File: src/rtl/instr_fetch.sv
// Instruction fetch stage: sequential PC, one-entry output register with valid/ready
// handshake, redirect flush, and a sticky halt on misaligned redirect targets.
module instr_fetch #(
  parameter logic [31:0] RESET_PC = 32'h0000_0000
) (
  input  logic        clk,
  input  logic        reset,
  output logic [31:0] imem_addr,
  input  logic [31:0] imem_data,
  input  logic        redirect_en,
  input  logic [31:0] redirect_pc,
  output logic        if_valid,
  input  logic        if_ready,
  output logic [31:0] if_instr,
  output logic [31:0] if_pc,
  output logic [31:0] if_pc_plus4,
  output logic        fetch_fault,
  output logic [31:0] fetch_cnt
);

  typedef enum logic [0:0] {StRun, StHalt} state_e;

  state_e      state_q, state_d;
  logic [31:0] pc_q, pc_d;
  logic        valid_q, valid_d;
  logic [31:0] instr_q, instr_d;
  logic [31:0] ifpc_q, ifpc_d;
  logic        fault_q, fault_d;
  logic [31:0] cnt_q, cnt_d;
  logic        handshake;

  assign handshake = valid_q & if_ready;

  always_comb begin
    state_d = state_q;
    pc_d    = pc_q;
    valid_d = valid_q;
    instr_d = instr_q;
    ifpc_d  = ifpc_q;
    fault_d = fault_q;
    cnt_d   = cnt_q;

    unique case (state_q)
      StRun: begin
        // A handshake in the redirect cycle still retires the presented entry.
        if (handshake) begin
          cnt_d = cnt_q + 32'd1;
        end
        if (redirect_en) begin
          valid_d = 1'b0;
          if (redirect_pc[1]) begin
            fault_d = 1'b1;
            state_d = StHalt;
          end else begin
            pc_d = {redirect_pc[31:2], 2'b00};
          end
        end else if (!valid_q || handshake) begin
          instr_d = imem_data;
          ifpc_d  = pc_q;
          valid_d = 1'b1;
          pc_d    = pc_q + 32'd4;
        end
      end
      StHalt: begin
        valid_d = 1'b0;
      end
      default: begin
        state_d = StRun;
      end
    endcase
  end

  always_ff @(posedge clk) begin
    if (reset) begin
      state_q <= StRun;
      pc_q    <= RESET_PC;
      valid_q <= 1'b0;
      instr_q <= 32'h0;
      ifpc_q  <= 32'h0;
      fault_q <= 1'b0;
      cnt_q   <= 32'h0;
    end else begin
      state_q <= state_d;
      pc_q    <= pc_d;
      valid_q <= valid_d;
      instr_q <= instr_d;
      ifpc_q  <= ifpc_d;
      fault_q <= fault_d;
      cnt_q   <= cnt_d;
    end
  end

  assign imem_addr   = pc_q;
  assign if_valid    = valid_q;
  assign if_instr    = instr_q;
  assign if_pc       = ifpc_q;
  assign if_pc_plus4 = ifpc_q + 32'd4;
  assign fetch_fault = fault_q;
  assign fetch_cnt   = cnt_q;

endmodule

File: config.mk
export PLATFORM = sky130hd
export DESIGN_NAME = instr_fetch
export DESIGN_NICKNAME = d
export VERILOG_FILES = /design/src/rtl/instr_fetch.sv
export SDC_FILE = /design/constraint.sdc
export NUM_CORES = 1
export LEC_CHECK = 0
export CORE_MARGIN = 10
export CORE_UTILIZATION = 50
export CTS_BUF_LIST = sky130_fd_sc_hd__clkbuf_4
export CTS_CLUSTER_SIZE = 25
export DETAILED_ROUTE_END_ITERATION = 8
export GPL_TIMING_DRIVEN = 0
export HOLD_SLACK_MARGIN = 0.02
export PLACE_DENSITY = 0.89
export SLEW_MARGIN = 10
export SYNTH_ARGS = -nofsm -noshare
export SYNTH_HDL_FRONTEND = slang
export SYNTH_SLANG_ARGS = --single-unit
File: constraint.sdc
create_clock -name clk -period 4.4 [get_ports clk]
set_input_delay 0.88 -clock clk [delete_from_list [all_inputs] [get_ports clk]]
set_output_delay 0.88 -clock clk [all_outputs]
set_load 0.05 [all_outputs]
* Word level (Yosys, flattened, before mapping)
Cells that the tools add are included.
Word-level totals: bits in registers 131, bits in latches 0, bits in writable memories 0, bits in read-only memories 0, output and inout port bits 162, logic and storage cells 31, memories 0
Operators by class: add/sub/neg operators 3, multiply operators 0, divide/modulo/power cells 0, $lt $le $gt $ge 0, equality and inequality tests 2, shift-type cells 0, muxes and demuxes 9, bitwise operators 3, reduce and logical (&&, ||, !) cells 7
Operators with widths (count):
- 32-bit two-way mux | 3
- 32-bit by 3-bit adder with 32-bit output (second input constant) | 2
- 32-bit by 1-bit adder with 32-bit output (second input constant) | 1
- 3-bit AND reduction | 3
- 1-bit two-way mux | 5
- 3-bit != test (second input constant) | 1
- 2-bit != test (second input constant) | 1
- 1-bit NOT | 2
- 1-bit one-hot mux with 2 select lines | 1
- 2-bit AND reduction | 1
- 2-bit nonzero test | 1
- 1-bit bitwise AND | 1
- 1-bit logical NOT | 1
- 1-bit logical OR | 1

* Depth between registers and ports, before layout
Gate-level depths: netlist of run 1.
depth after elaboration 5, depth in mapped cells 8, gate-level depth less buffers 6

* Worst setup path after synthesis of run 1
No wires, ideal clock.
kind reg-to-output, start register ifpc_q[2] (netlist: if_pc[2]), end output port if_pc_plus4[18], data arrival time 2.589 ns, required time 3.520 ns, path slack 0.931 ns, cell stages (with the launch flop) 7, buffers on the path 0, path through dfxtp_1 -> ha_1 -> and3_1 -> nand4_1 -> nor2_1 -> nand3_1 -> xnor2_1
On the way: word-level cells in the longest chain between the ends 1
RTL lines:
- from (decl) | line 27 | logic [31:0] ifpc_q, ifpc_d;
- from (signal assigned) | line 87 | ifpc_q <= ifpc_d;
- 32-bit by 3-bit adder with 32-bit output | line 97 | assign if_pc_plus4 = ifpc_q + 32'd4;
- to (decl) | line 16 | output logic [31:0] if_pc_plus4,
Every way passes these cells.

* Worst setup path in the final report of run 1
start register ifpc_q[2] (netlist: if_pc[2]), end output port if_pc_plus4[24]
The elaborated chain is that of the path after synthesis.

==> impl_metrics.json, run 1 <==
{
  "power.leakage_nw": 3.167,
  "nets": 1107,
  "share_of_the_core_filled_with_cells_pct": 73.25,
  "synthCells": 791,
  "drt-initial-drc-count": 680,
  "tritoncts_num_sinks": 127,
  "detail-route-antenna-nets": 0,
  "synth-main-ff-cell": "sky130_fd_sc_hd__dfxtp_1",
  "first_pass_iters": 7,
  "timing.reg2reg.worst_path_depth": 7,
  "grt_antenna_before_repair": 1,
  "cap_violations": 0,
  "syn_area_sq_um": 6155,
  "max_slew.worst_pin.slew_ns": 0.9404,
  "core_sq_um": 12010,
  "post-dp-hpwl_um": 17060,
  "post_drt_via_cell_ratio": 5.708,
  "clock-root-buffer": "sky130_fd_sc_hd__clkbuf_4",
  "routabilityCongestion": 0.9667,
  "cts.path.max_buffers": 2,
  "grt_pass1_wl_um": 33980,
  "clkTransAtPathRegs_ns": 0.10,
  "global_route.overflow_total": 0,
  "vias_in_the_first_global_route": 6380,
  "critical_path.startpoint_type": "register",
  "number_of_synthesized_flops_with_an_enable_pin": 0,
  "switching_power_uw": 878.3,
  "p_int_mw": 1.696,
  "grt_use_total_pct": 25.22,
  "min_delay_path_depth": 2,
  "timing.fmax_mhz": 238.7,
  "buffer_ports.inserted": 221,
  "combinationalPowerShare_pct": 24.1,
  "area.growth.synth_to_final_pct": 42.96,
  "layout-drive-gt1-share_pct": 4.871,
  "timing.final.max_slew_violations": 0,
  "pwr_density_cell_nw_per_um2": 292.6,
  "worstPathCellList": "ha_1 > and3_1 > nand4_1 > nor2_1 > nand2_1 > xnor2_1 > clkdlybuf4s50_1",
  "cp.arrival_ns": 3.31,
  "die_height_um": 130.9,
  "final_min_period_over_clock_period_pct": 95.20,
  "h-tree-depth": 4,
  "netSwitchingFraction_pct": 34.11,
  "ys.warnings.count": 0,
  "required_ns": 3.52,
  "synth.yosys.seq_area_share_pct": 41.31,
  "drc": 0,
  "crit_path_end_kind": "output port",
  "vias": 6821,
  "timing.final.setup_violations": 0,
  "synth_area_per_cell_sq_um": 7.781,
  "fin_total_pwr_mw": 2.575,
  "power.clock.fraction_pct": 27.1,
  "clock-skew-final_ns": 0.01381,
  "die_width_um": 130.9,
  "rows": 40,
  "rsz0062_at_grt": "no",
  "grt_max_degree": 17,
  "distinct_cell_type_count_after_synthesis": 57,
  "tritoncts_clock_tree": "done",
  "synth_async_sr_flop_share_pct": 0,
  "detail_route.wl_per_cell_um": 18.55,
  "finalHoldViolCount": 0,
  "outcome": "finished clean",
  "top_level_ports": 230,
  "critical_path.max_fanout": 6,
  "dieArea_sq_um": 17150,
  "number_of_cts_inserted_buffers": 17,
  "worst_ir_drop_vdd_mv": 0.1630,
  "initial_utilization_pct": 51.24,
  "worstHoldPathType": "register to register",
  "finalSetupTns_ns": 0,
  "rrSetupSlack_ns": 1.77,
  "register_bit_count_reported_by_yosys": 127,
  "cpPeakStageDelay_ns": 0.82,
  "postCtsSetupRepairBufs": 0,
  "postRouteWirelength_um": 22170,
  "timing.final.crit_period_ns": 4.189,
  "seqPwrFrac_pct": 48.8,
  "clock_insertion_delay_worst_skew_ns": 0.55,
  "critical-path-slowest-cell": "sky130_fd_sc_hd__clkdlybuf4s50_1",
  "crit_type": "register to output port",
  "slew_headroom_pct": 37.31
}
-- Yosys cell counts (4+ instances only) --
master                     instances  share of area, %
sky130_fd_sc_hd__a31oi_1          12               1.2
sky130_fd_sc_hd__nand4_1          27               2.7
sky130_fd_sc_hd__o21ai_0          20               1.6
sky130_fd_sc_hd__mux2i_1           7               1.1
sky130_fd_sc_hd__dfxtp_1         127                41
sky130_fd_sc_hd__and4_1            8               1.1
sky130_fd_sc_hd__and3_1           18               1.8
sky130_fd_sc_hd__nand2_1         167                10
sky130_fd_sc_hd__clkbuf_1         44               2.7
sky130_fd_sc_hd__or3_1             6              0.61
sky130_fd_sc_hd__a32o_1            4              0.65
sky130_fd_sc_hd__buf_4             6              0.73
sky130_fd_sc_hd__inv_1             6              0.37
sky130_fd_sc_hd__nand2b_1          4              0.41
sky130_fd_sc_hd__nor2_1           70               4.3
sky130_fd_sc_hd__a22oi_1           6              0.73
sky130_fd_sc_hd__xor2_1           30               4.3
sky130_fd_sc_hd__xnor2_1          25               3.6
sky130_fd_sc_hd__a21oi_1          84               6.8
sky130_fd_sc_hd__o31ai_1           4              0.49
sky130_fd_sc_hd__nor3_1           12              0.98
sky130_fd_sc_hd__nand3_1          35               2.8
sky130_fd_sc_hd__a22o_1            6              0.85
sky130_fd_sc_hd__o22ai_1           4              0.41
-- critical path, delay by kind of cell, from the launching register on --
kind / cells / cell delay, ns
DFF: 1 / 0.46
and+or+nand+nor: 4 / 1.12
xor gates and xnor gates: 1 / 0.15
adders and majority gates: 1 / 0.22
buffers and inverters: 1 / 0.82
-- registers in the layout, summed over array words and instances (netlist names) --
signal	count
imem_addr	30
if_instr	32
if_valid	1
fetch_fault	1
if_pc	30
fetch_cnt	32
state_q	1
-- power by group through the flow --
stage / Combinational, mW / Sequential [mW] / Clock, mW
global placement: 0.610 / 1.28 / 0
global route: 0.653 / 1.26 / 0.756
floorplan: 0.214 / 1.43 / 0
finish: 0.621 / 1.26 / 0.698
detailed placement: 0.617 / 1.28 / 0
CTS: 0.619 / 1.25 / 0.704
-- kinds of logic (layout without fill, tap and decap cells) --
family                     after synthesis  in the layout  share of synthesized area (%)
DFF                                    127            127                          41.31
muxes                                    7              7                          1.138
xor gates and xnor gates                55             55                          7.827
buffers and inverters                   63            314                          4.594
and+or+nand+nor                        380            380                          29.66
AOI/OAI and AO/OA                      155            155                          14.80
other                                    1              7                        0.06093
adders and majority gates                3              3                         0.6099
-- layout by cell type, fill, tap and decap left out, types with 4 or more instances in the layout --
cell / Yosys / final
sky130_fd_sc_hd__o31ai_1: 4 / 4
sky130_fd_sc_hd__a22oi_1: 6 / 6
sky130_fd_sc_hd__nor2_1: 70 / 70
sky130_fd_sc_hd__or3_1: 6 / 6
sky130_fd_sc_hd__a32o_1: 4 / 4
sky130_fd_sc_hd__o21ai_0: 20 / 20
sky130_fd_sc_hd__inv_1: 6 / 6
sky130_fd_sc_hd__clkinv_2: 0 / 5
sky130_fd_sc_hd__xnor2_1: 25 / 25
sky130_fd_sc_hd__clkdlybuf4s50_1: 0 / 220
sky130_fd_sc_hd__clkbuf_4: 0 / 20
sky130_fd_sc_hd__o22ai_1: 4 / 4
sky130_fd_sc_hd__a21oi_1: 84 / 84
sky130_fd_sc_hd__xor2_1: 30 / 30
sky130_fd_sc_hd__and4_1: 8 / 8
sky130_fd_sc_hd__a31oi_1: 12 / 12
sky130_fd_sc_hd__nand4_1: 27 / 27
sky130_fd_sc_hd__mux2i_1: 7 / 7
sky130_fd_sc_hd__nand3_1: 35 / 35
sky130_fd_sc_hd__conb_1: 1 / 6
sky130_fd_sc_hd__nand2_1: 167 / 167
sky130_fd_sc_hd__and3_1: 18 / 18
sky130_fd_sc_hd__a22o_1: 6 / 6
sky130_fd_sc_hd__nand2b_1: 4 / 4
sky130_fd_sc_hd__clkbuf_1: 44 / 44
sky130_fd_sc_hd__nor3_1: 12 / 12
sky130_fd_sc_hd__buf_4: 6 / 6
sky130_fd_sc_hd__dfxtp_1: 127 / 127
-- layer usage --
layer | up-vias | track usage, % | wire (um)
li1 | 3239 | - | -
met1 | 3155 | 28.72 | 8462
met2 | 365 | 41.77 | 10480
met3 | 62 | 8.824 | 2489
met4 | 0 | 11.31 | 729
met5 | - | 0 | 0
-- metrics by stage --
stage | cell area [sq um] | setup slack, ns | hold slack [ns] | cells
floorplan | 6173 | 0.9315 | 0.5042 | 796
global placement | 8569 | 0.7627 | 0.4411 | 1164
detailed placement | 8569 | 0.7539 | 0.4458 | 1164
CTS | 8793 | 0.1500 | 0.4606 | 1194
global route | 8798 | 0.009853 | 0.4787 | 1195
finish | 8798 | 0.2111 | 0.4567 | 1195
-- path summary, 6_finish.rpt --
| path | startpoint | to |
|---|---|---|
| worst max-delay path | if_pc[2]$_SDFFE_PP0P_ | if_pc_plus4[24] |
| worst min-delay path | if_instr[27]$_SDFFE_PP0P_ | if_instr[27]$_SDFFE_PP0P_ |
| worst max register to register | state_q$_SDFF_PP0_ | imem_addr[30]$_SDFFE_PP0P_ |
| worst min register to register | if_instr[27]$_SDFFE_PP0P_ | if_instr[27]$_SDFFE_PP0P_ |
-- timing repair --
action / CTS / global route
setup endpoints to repair: 0 / 1
hold buffers: 0 / 0
resized for setup: 0 / 1
hold endpoints to repair: 0 / 0
-- layout make-up --
class / instances / area, sq um
clock inverters: 10 / 73.82
clock buffers: 20 / 150.1
plain buffers: 57 / 260.3
multi-input cells: 606 / 3348
flip-flops and latches: 127 / 2542
repair buffers: 221 / 2215
inverters: 6 / 22.52
well taps: 147 / 183.9
diodes: 1 / 2.502
fillers: 951 / 3213
Power figures use the tool's default switching activity.
==> run 2: changes to the inputs <==
--- a/config.mk
+++ b/config.mk
@@ -8,7 +8,7 @@
 export CORE_MARGIN = 10
 export CORE_UTILIZATION = 50
 export CTS_BUF_LIST = sky130_fd_sc_hd__clkbuf_4
-export CTS_CLUSTER_SIZE = 25
+export CTS_CLUSTER_SIZE = 10
 export DETAILED_ROUTE_END_ITERATION = 8
 export GPL_TIMING_DRIVEN = 0
 export HOLD_SLACK_MARGIN = 0.02
==> results of run 2 <==
Same layout as run 1: the final DEF is identical, and so are final timing and power.
